--- config.mk ---
export PLATFORM = sky130hd
export DESIGN_NAME = jit_microseq
export DESIGN_NICKNAME = d
export VERILOG_FILES = /design/src/rtl/jit_pkg.sv /design/src/rtl/jit_microseq.sv
export SDC_FILE = /design/constraint.sdc
export NUM_CORES = 1
export LEC_CHECK = 0
export BUFFER_PORTS_ARGS = -buffer_cell sky130_fd_sc_hd__buf_2
export CORE_MARGIN = 2
export CORE_UTILIZATION = 55
export DETAILED_ROUTE_END_ITERATION = 7
export PLACE_DENSITY = 0.84
export SLEW_MARGIN = 0
export SYNTH_ARGS = -nofsm -noshare
export SYNTH_HDL_FRONTEND = slang
export SYNTH_SLANG_ARGS = --single-unit
--- constraint.sdc ---
create_clock -name clk -period 4.1 [get_ports clk]
set_clock_uncertainty 0.05 [all_clocks]
set_input_delay 0 -clock clk [delete_from_list [all_inputs] [get_ports clk]]
set_output_delay 0 -clock clk [all_outputs]
set_load 0.01 [all_outputs]
--- src/rtl/jit_pkg.sv ---
`default_nettype none
// ============================================================================
// Module      : jit_pkg
// Description : Shared types and constants for the JIT microcode sequencer.
// Revision    : 1.0 - initial release
// ============================================================================
package jit_pkg;

    localparam int ADDR_W = 9;
    localparam int ID_W   = 7;

    // Instruction id the ROM returns for addresses with no programmed entry.
    localparam logic [ID_W-1:0]   INST_INVALID = 7'h7F;
    // Next-address value that terminates a chain.
    localparam logic [ADDR_W-1:0] NEXT_END     = '0;

    typedef enum logic [1:0] {
        IDLE   = 2'd0,
        LOOKUP = 2'd1,
        EMIT   = 2'd2
    } state_t;

    localparam logic [1:0] ERR_NONE   = 2'd0;
    localparam logic [1:0] ERR_UNSUP  = 2'd1;
    localparam logic [1:0] ERR_ROMDEF = 2'd2;
    localparam logic [1:0] ERR_LOOP   = 2'd3;

endpackage : jit_pkg
`default_nettype wire

--- src/rtl/jit_microseq.sv ---
`default_nettype none
// ============================================================================
// Module      : jit_microseq
// Description : Walks the instruction/next-address ROM chain for one JVM
//               opcode and streams the resulting instruction ids to the
//               ARM emitter over a valid/ready interface.
// Revision    : 1.0 - initial release
// ============================================================================
module jit_microseq
    import jit_pkg::*;
#(
    parameter int ADDR_W    = 9,
    parameter int ID_W      = 7,
    parameter int MAX_STEPS = 16
) (
    input  logic              clk,
    input  logic              rst_n,
    input  logic              flush,
    input  logic              opc_valid,
    output logic              opc_ready,
    input  logic [7:0]        opc,
    output logic [ADDR_W-1:0] rom_addr,
    input  logic [ID_W-1:0]   rom_inst,
    input  logic [ADDR_W-1:0] rom_next,
    output logic              inst_valid,
    input  logic              inst_ready,
    output logic [ID_W-1:0]   inst_id,
    output logic              inst_last,
    output logic              done,
    output logic              err,
    output logic [1:0]        err_code
);

    // Sized to hold MAX_STEPS itself, so the counter never wraps.
    localparam int                STEP_W     = $clog2(MAX_STEPS + 1);
    localparam logic [STEP_W-1:0] c_MAX_STEP = STEP_W'(MAX_STEPS);

    state_t              r_state;
    state_t              w_state_nxt;
    logic [ADDR_W-1:0]   r_addr;
    logic [ID_W-1:0]     r_inst;
    logic [ADDR_W-1:0]   r_next;
    logic [STEP_W-1:0]   r_step;
    logic                r_done;
    logic                r_err;
    logic [1:0]          r_err_code;

    logic                w_accept;
    logic                w_load;
    logic                w_advance;
    logic                w_done_nxt;
    logic                w_err_nxt;
    logic [1:0]          w_err_code_nxt;

    // State register.
    always_ff @(posedge clk) begin
        if (!rst_n) begin
            r_state <= IDLE;
        end else begin
            r_state <= w_state_nxt;
        end
    end

    // Next-state decode, datapath strobes and stream outputs; flush overrides everything.
    always_comb begin
        w_state_nxt    = r_state;
        w_accept       = 1'b0;
        w_load         = 1'b0;
        w_advance      = 1'b0;
        w_done_nxt     = 1'b0;
        w_err_nxt      = 1'b0;
        w_err_code_nxt = r_err_code;
        opc_ready      = (r_state == IDLE);
        inst_valid     = (r_state == EMIT);
        inst_last      = (r_state == EMIT) && (r_next == NEXT_END);

        if (flush) begin
            // Abort silently; an opcode offered in the same cycle is dropped.
            w_state_nxt = IDLE;
        end else begin
            case (r_state)
                IDLE: begin
                    if (opc_valid) begin
                        w_accept    = 1'b1;
                        w_state_nxt = LOOKUP;
                    end
                end
                LOOKUP: begin
                    if ((rom_inst == '0) && (r_step == '0)) begin
                        // A zero id is only illegal as the first entry of a chain.
                        w_err_nxt      = 1'b1;
                        w_err_code_nxt = ERR_UNSUP;
                        w_state_nxt    = IDLE;
                    end else if (rom_inst == {ID_W{1'b1}}) begin
                        w_err_nxt      = 1'b1;
                        w_err_code_nxt = ERR_ROMDEF;
                        w_state_nxt    = IDLE;
                    end else begin
                        w_load      = 1'b1;
                        w_state_nxt = EMIT;
                    end
                end
                EMIT: begin
                    if (inst_ready) begin
                        if (r_next == NEXT_END) begin
                            w_done_nxt  = 1'b1;
                            w_state_nxt = IDLE;
                        end else if (r_step == c_MAX_STEP) begin
                            w_err_nxt      = 1'b1;
                            w_err_code_nxt = ERR_LOOP;
                            w_state_nxt    = IDLE;
                        end else begin
                            w_advance   = 1'b1;
                            w_state_nxt = LOOKUP;
                        end
                    end
                end
                default: begin
                    w_state_nxt = IDLE;
                end
            endcase
        end
    end

    // Address, captured ROM outputs, step count and registered status pulses.
    always_ff @(posedge clk) begin
        if (!rst_n) begin
            r_addr     <= '0;
            r_inst     <= '0;
            r_next     <= '0;
            r_step     <= '0;
            r_done     <= 1'b0;
            r_err      <= 1'b0;
            r_err_code <= ERR_NONE;
        end else begin
            if (w_accept) begin
                r_addr <= ADDR_W'(opc);
                r_step <= '0;
            end
            if (w_load) begin
                r_inst <= rom_inst;
                r_next <= rom_next;
                r_step <= r_step + STEP_W'(1);
            end
            if (w_advance) begin
                r_addr <= r_next;
            end
            r_done     <= w_done_nxt;
            r_err      <= w_err_nxt;
            r_err_code <= w_err_code_nxt;
        end
    end

    assign rom_addr = r_addr;
    assign inst_id  = r_inst;
    assign done     = r_done;
    assign err      = r_err;
    assign err_code = r_err_code;

endmodule : jit_microseq
`default_nettype wire

==> impl_metrics.toml <==
[run_status]
status = "complete, no violations"

[power]
switching_power_uw = 180
p_sw_share_pct = 25.1
ir_worst_vdd_mv = 0.183
pwr-share-seq_pct = 51.1
clockPowerShare_pct = 34.5
p_leak_nw = 0.993
p_comb_share_pct = 14.5
finalPower_uw = 717
powerDensity_mw_per_mm2 = 295
power.internal_uw = 537

[clocking]
cts_sinks = 36
h-tree-depth = 2
cts_root_buf = "clkbuf_4"
cts_tree = "yes"
path_clk_slew_ns = 0.10
numCtsBuffers = 5
clk_path_buf_depth = 2
clock_latency_ns = 0.35
cts_setup_buffers = 0

[die]
dieArea_mm2 = 0.00385
core_mm2 = 0.00328
fp-row-count = 21
die_y_um = 62.0
die_w_um = 62.0
start_util_pct = 56.4
io_pins = 52

[synthesis]
synth_top_cell_by_area = "dfxtp_1"
ys_seq_elements = 36
synth_flop_cell = "dfxtp_1"
synth_area_mm2 = 0.00185
syn_area_per_cell_um2 = 8.35
synth.area.top_cells = "dfxtp_1 (39%), nand3_1 (9.2%), a21oi_1 (7.8%)"
yosysUniqueCellTypes = 39
yosysSeqAreaShare_pct = 38.9
synth_cells = 222
synth_edf_count = 0
ys_warn_count = 0
syn_nets = 257
synth_top_area_share_pct = 38.9
async_flop_share_pct = 0

[run]
max_cap_viol_count = 0

[timing]
setup_viol = 0
max_freq_mhz = 456
hold_violations = 0
rsz0062_at_grt = "no"
fin_tns_setup_ns = 0
min_period_ns = 2.19
tightest_slew_ns = 0.869
finalCritPeriodShare_pct = 53.5
report.final.slew_viol_count = 0
whs_ns = 0.0245
relSlewSlack_pct = 41.9

[placement]
hpwlAfterDp_um = 3090
place.gp.congestion = 0.880
placed_cells = 305
port_buffers = 51

[grt]
grt_first_pass_wirelength_um = 7380
grt_max_degree = 25
antenna_found_initial = 0
grt_use_total_pct = 25.8
overflow = 0
grt_pass1_vias = 1667

[critical_path]
startpoint_type = "flop"
arrival_ns = 2.37
crit_type = "flop to flop"
crit_required_ns = 4.27
crit_fanout = 23
end_kind = "flop"

[cells_and_area]
antennaDiodeCount = 0
area_growth_pct = 31.0
final_cell_mix = "buf_2 (51), dfxtp_1 (36), nand3_1 (34)"
drive_gt1_share_pct = 22.3
stdcell_count = 338
nNetsFinal = 326
mostFrequentLayoutCell = "buf_2"

[route]
dr.pass1.iters = 5
vias_per_cell = 5.83
drtIter0Drc = 168
ant_nets = 0
routedWlPerCell_um = 14.6
wl_um = 4940
vias = 1971
drc_errors = 0

[min_path]
hold_class = "input pin to flop"
==> final cells by class <==
cell class,instances,area [µm²]
fill,275,857
clock inverter,2,35.0
inverter,8,30.0
tap,46,57.6
timing repair buffer,77,513
clock buffer,6,41.3
sequential,36,721
multi-input combinational,163,1030
==> synthesized netlist by cell type, types with 3 or more instances <==
master / number
a21o_1: 4
a21oi_1: 29
a221o_1: 8
a311oi_1: 3
and2_1: 9
buf_2: 4
clkbuf_1: 9
dfxtp_1: 36
ha_1: 6
inv_1: 8
nand2_1: 12
nand3_1: 34
nor2_1: 4
nor3_1: 7
o21ai_1: 18
==> power by group through the flow <==
stage                     clock (mW)  sequential (mW)  combinational, mW
after floorplan                    0            0.377             0.0477
after global placement             0            0.374             0.0822
after detailed placement           0            0.374             0.0833
after CTS                      0.251            0.366              0.102
after global routing           0.266            0.368              0.114
final                          0.247            0.366              0.104
==> state kept, by name, indices dropped and copies added, names as in the netlist <==
signal / cells
done: 1
err: 1
err_code: 2
inst_id: 7
r_next: 9
r_state: 2
r_step: 5
rom_addr: 9
==> logic make-up after synthesis <==
group / after synthesis / share of synthesized area [%]
compound gates: 71 / 25.1
simple gates: 86 / 26.4
fa+ha+maj: 6 / 4.05
buf+inv: 23 / 5.54
flops: 36 / 38.9
==> what timing repair did <==
item	4_1_cts	5_1_grt
endpoints found under the hold margin	25	0
gates resized for setup	0	0
hold buffers	25	0
==> worst paths after layout <==
path	to	from	slack [ns]	cells after the start
worst max register to register	r_step[4]	r_step[0]	1.91	6
worst min register to register	inst_id[1]	inst_id[1]	0.45	2
worst min-delay path	r_state[1]	flush	0.02	4
worst max-delay path	r_step[4]	r_step[0]	1.91	6
==> worst max-delay path, cell delays in order (launching register included) <==
cell	delay, ns
dfxtp_1	0.35
inv_1	0.08
ha_1	0.15
nor3b_1	0.29
nand3_1	0.69
nand2_1	0.34
o221ai_1	0.13
==> layer usage <==
| metal | up-vias | part of all wire, % | GRT usage, % |
|---|---|---|---|
| met5 | - | 0 | 0 |
| met4 | 0 | 3.4 | 9.73 |
| met3 | 19 | 6.8 | 7.25 |
| met2 | 88 | 47 | 39.7 |
| met1 | 906 | 43 | 34.3 |
| li1 | 958 | - | - |
==> through the flow <==
stage               instance area [µm²]  util (%)  setup slack (ns)
floorplan                          1850         -              2.37
global placement                   2100      64.0              2.00
detailed placement                 2100      64.0              1.96
CTS                                2430      73.9              1.92
global route                       2430      73.9              1.73
finish                             2430      73.9              1.91
Power figures use the tool's default switching activity.
